## src/rtl/game_flow_ctrl.sv

```systemverilog
// Game-flow controller: debounces BTNC and sequences MENU/PLAY/OVER/WIN, issues the
// game-core start pulse and keeps the high score for the 7-segment path.
module game_flow_ctrl #(
  parameter int unsigned DEBOUNCE_CYCLES = 1000000,
  parameter int unsigned SCORE_W         = 9
) (
  input  logic               CLK,
  input  logic               RST_BTN,
  input  logic               BTNC,
  input  logic               endgame,
  input  logic               win_game,
  input  logic [SCORE_W-1:0] curr_score,
  output logic [1:0]         screen_sel,
  output logic               game_run,
  output logic               game_start,
  output logic [SCORE_W-1:0] highest_score,
  output logic               new_high
);

  localparam int unsigned CntW = (DEBOUNCE_CYCLES > 2) ? $clog2(DEBOUNCE_CYCLES) : 1;
  localparam logic [CntW-1:0] CntMax = CntW'(DEBOUNCE_CYCLES - 1);

  typedef enum logic [1:0] {
    StMenu = 2'b00,
    StPlay = 2'b01,
    StOver = 2'b10,
    StWin  = 2'b11
  } state_e;

  // BTNC synchroniser and debouncer
  logic [1:0]      sync_q;
  logic            btn_synced;
  logic            stable_q, stable_d;
  logic            stable_prev_q;
  logic [CntW-1:0] cnt_q, cnt_d;
  logic            press;

  assign btn_synced = sync_q[1];

  always_comb begin
    stable_d = stable_q;
    cnt_d    = '0;
    if (btn_synced != stable_q) begin
      if (cnt_q == CntMax) begin
        stable_d = ~stable_q;
      end else begin
        cnt_d = cnt_q + CntW'(1);
      end
    end
  end

  // Rising edge of the debounced level only; release is ignored.
  assign press = stable_q & ~stable_prev_q;

  always_ff @(posedge CLK) begin
    if (RST_BTN) begin
      sync_q        <= 2'b00;
      stable_q      <= 1'b0;
      stable_prev_q <= 1'b0;
      cnt_q         <= '0;
    end else begin
      sync_q        <= {sync_q[0], BTNC};
      stable_q      <= stable_d;
      stable_prev_q <= stable_q;
      cnt_q         <= cnt_d;
    end
  end

  // Flow FSM with registered outputs
  state_e             state_q, state_d;
  logic               game_run_q, game_run_d;
  logic               game_start_q, game_start_d;
  logic               new_high_q, new_high_d;
  logic [SCORE_W-1:0] high_q, high_d;

  always_comb begin
    state_d      = state_q;
    game_start_d = 1'b0;
    new_high_d   = new_high_q;
    high_d       = high_q;
    unique case (state_q)
      StMenu: begin
        if (press) begin
          state_d      = StPlay;
          game_start_d = 1'b1;
        end
      end
      StPlay: begin
        if (win_game || endgame) begin
          state_d = win_game ? StWin : StOver;
          // Strictly greater: tying the record is not a new high.
          if (curr_score > high_q) begin
            high_d     = curr_score;
            new_high_d = 1'b1;
          end
        end
      end
      StOver, StWin: begin
        if (press) begin
          state_d    = StMenu;
          new_high_d = 1'b0;
        end
      end
      default: state_d = StMenu;
    endcase
    game_run_d = (state_d == StPlay);
  end

  always_ff @(posedge CLK) begin
    if (RST_BTN) begin
      state_q      <= StMenu;
      game_run_q   <= 1'b0;
      game_start_q <= 1'b0;
      new_high_q   <= 1'b0;
      high_q       <= '0;
    end else begin
      state_q      <= state_d;
      game_run_q   <= game_run_d;
      game_start_q <= game_start_d;
      new_high_q   <= new_high_d;
      high_q       <= high_d;
    end
  end

  assign screen_sel    = state_q;
  assign game_run      = game_run_q;
  assign game_start    = game_start_q;
  assign new_high      = new_high_q;
  assign highest_score = high_q;

endmodule

```

## config.mk

```make
export PLATFORM = sky130hd
export DESIGN_NAME = game_flow_ctrl
export DESIGN_NICKNAME = d
export VERILOG_FILES = /design/src/rtl/game_flow_ctrl.sv
export SDC_FILE = /design/constraint.sdc
export NUM_CORES = 1
export LEC_CHECK = 0
export ABC_AREA = 1
export CORE_UTILIZATION = 45
export DETAILED_ROUTE_END_ITERATION = 6
export MAX_ROUTING_LAYER = met4
export PLACE_DENSITY = 0.68
export SYNTH_ARGS = -nofsm -noshare
export SYNTH_HDL_FRONTEND = slang
export SYNTH_SLANG_ARGS = --single-unit
```

## constraint.sdc

```tcl
create_clock -name CLK -period 3.5 [get_ports CLK]
set_clock_uncertainty 0.2 [all_clocks]
set_input_delay 0.35 -clock CLK [delete_from_list [all_inputs] [get_ports CLK]]
set_output_delay 0.35 -clock CLK [all_outputs]
set_load 0.01 [all_outputs]
```

==> impl_metrics.json <==
{
  "status": "finished, final reports clean",
  "nNetsFinal": 346,
  "end_kind": "flip-flop",
  "first_pass_iters": 4,
  "ys_types": 27,
  "die_h_um": 68.6,
  "clkLatencyLatePin_ps": 290,
  "hold_viol": 0,
  "cts_buffers": 5,
  "avgSynthCellArea_um2": 6.79,
  "postRouteAntennaNets": 0,
  "power_leakage_nw": 0.870,
  "finalCriticalPeriod_ps": 2190,
  "routed_wl_um": 3910,
  "hold_buffers": 0,
  "synth_compound_area_share_pct": 7.83,
  "dpl.hpwl_um": 2910,
  "synth_area_leaders": "dfxtp_1, nand2_1, nor2_1",
  "synth-simple-area-share_pct": 35.3,
  "initial_core_util_pct": 48.5,
  "syn_area_um2": 2000,
  "tightest_slew_ps": 659,
  "cts_resized": 0,
  "rsz0062_at_grt": "false",
  "synth_common_cells": "nand2_1, nor2_1, inv_1",
  "yosys.area.top_type": "dfxtp_1",
  "instances_no_fill": 373,
  "start_kind": "flip-flop",
  "async_flop_share_pct": 0,
  "cts_buffer_depth": 2,
  "syn_to_final_growth_pct": 21.8,
  "insertedDiodeCount": 0,
  "arrival_ps": 2140,
  "pin_count": 28,
  "hold_class": "flip-flop to flip-flop",
  "io_buffers": 27,
  "place_congestion": 0.866,
  "drv_cap": 0,
  "cts_tree": "built",
  "wire_per_inst_um": 10.5,
  "htreeDepth": 2,
  "syn-num-nets": 318,
  "yosysMostFrequentCell": "nand2_1",
  "vias": 1818,
  "netlist.area_leader.share_pct": 38.1,
  "slew_headroom_pct": 56.0,
  "cp_max_fo": 20,
  "vdd_drop_max_uv": 215,
  "core_um2": 4120,
  "synth_cells": 294,
  "synth_top_family_by_area": "simple AND/OR/NAND/NOR gates",
  "finalCritPeriodShare_pct": 62.5,
  "grt_pass1_wl_um": 6880,
  "viasPerCell": 4.87,
  "final_util_pct": 59.1,
  "power_mw": 0.944,
  "die-area_um2": 4710,
  "cts_setup_buffers": 0,
  "antenna_found_initial": 0,
  "seq_area_frac_synth_pct": 38.1,
  "path_clk_slew_ps": 80,
  "synth_ff_type": "dfxtp_1",
  "dieWidth_um": 68.6,
  "drt_iter0_drc": 67,
  "drv_slew": 0,
  "synth_fa_ha_area_share_pct": 6.27,
  "critPathKind": "flip-flop to flip-flop",
  "fmax_mhz": 457,
  "grt-ovfl-total": 0,
  "synth_edf_count": 0,
  "setup_viol": 0,
  "first_global_vias": 1597,
  "remaining_drc_errors": 0,
  "grt_max_degree": 21,
  "drive_gt1_share_pct": 5.88,
  "rows": 23,
  "grt.total_usage_pct": 20.5,
  "cts_sinks": 38,
  "tns_ps": 0,
  "synthMuxAreaShare_pct": 0,
  "fill_cells": 389,
  "ys_seq_elements": 38,
  "required_ps": 3450,
  "clockRootBuffer": "clkbuf_8",
  "synth_warnings": 0,
  "p_per_area_nw_per_um2": 388,
  "placedCellCount": 365,
  "synth_xor_xnor_area_share_pct": 2.63
}
## report_power, final
group	internal [mW]	switching [mW]	leakage, nW
Clock	0.304	0.158	0.0714
Sequential	0.433	0.00101	0.306
Combinational	0.0228	0.0247	0.492
## metal layers
layer  global-route usage, %  wire length (um)
met4                    10.2                81
met1                    23.7              1920
met3                    4.44               118
met5                       -                 0
met2                    33.6              1800
## flip-flops by register name (all words and copies together), names as in the netlist
signal	count
cnt_q	20
game_run	1
game_start	1
highest_score	9
new_high	1
screen_sel	2
stable_prev_q	1
stable_q	1
sync_q	2
## logic make-up (layout without fill, tap and decap cells)
kind of cell	Yosys count	in the layout
compound gates	31	31
flops	38	38
xor+xnor	6	6
buf+inv	48	77
fa+ha+maj	10	10
simple gates	161	161
## final timing paths
check / startpoint / endpoint / slack, ps / depth (start not counted)
worst max register to register: cnt_q[0] / cnt_q[18] / 1310 / 6
worst min register to register: sync_q[0] / sync_q[1] / 210 / 2
worst min-delay path: sync_q[0] / sync_q[1] / 210 / 2
worst max-delay path: cnt_q[0] / cnt_q[18] / 1310 / 6
## per-stage QoR
step | hold WS, ps | area (um2) | setup slack [ps]
floorplan | 188 | 2000 | 1720
global placement | 209 | 2290 | 1010
detailed placement | 201 | 2290 | 983
CTS | 215 | 2430 | 1260
global route | 222 | 2430 | 1020
finish | 212 | 2430 | 1310
## area by class of cell
class	count	area, um2	area share [%]
tap	50	62.6	2.57
inverter	42	158	6.48
clock buffer	6	82.6	3.40
timing repair buffer	27	270	11.1
clock inverter	2	60.1	2.47
multi-input combinational	208	1040	42.7
sequential	38	761	31.3
## cells in the final DEF, fill, tap and decap left out, types with 4 or more instances in the layout
master,n
inv_1,41
clkdlybuf4s50_1,27
nand3_1,17
nor3_1,6
a21oi_1,25
o21ai_0,5
clkbuf_8,6
nand4_1,4
dfxtp_1,38
ha_1,10
nand2_1,66
nor2_1,51
nor2_2,4
## worst max-delay path: stages, from the launching register on
cell     delay (ps)
dfxtp_1         440
ha_1            280
nand3_2         150
nor3_1          170
nand3_1         170
nand2_1         530
a21oi_1          90
(Power assumes the default switching activity.)
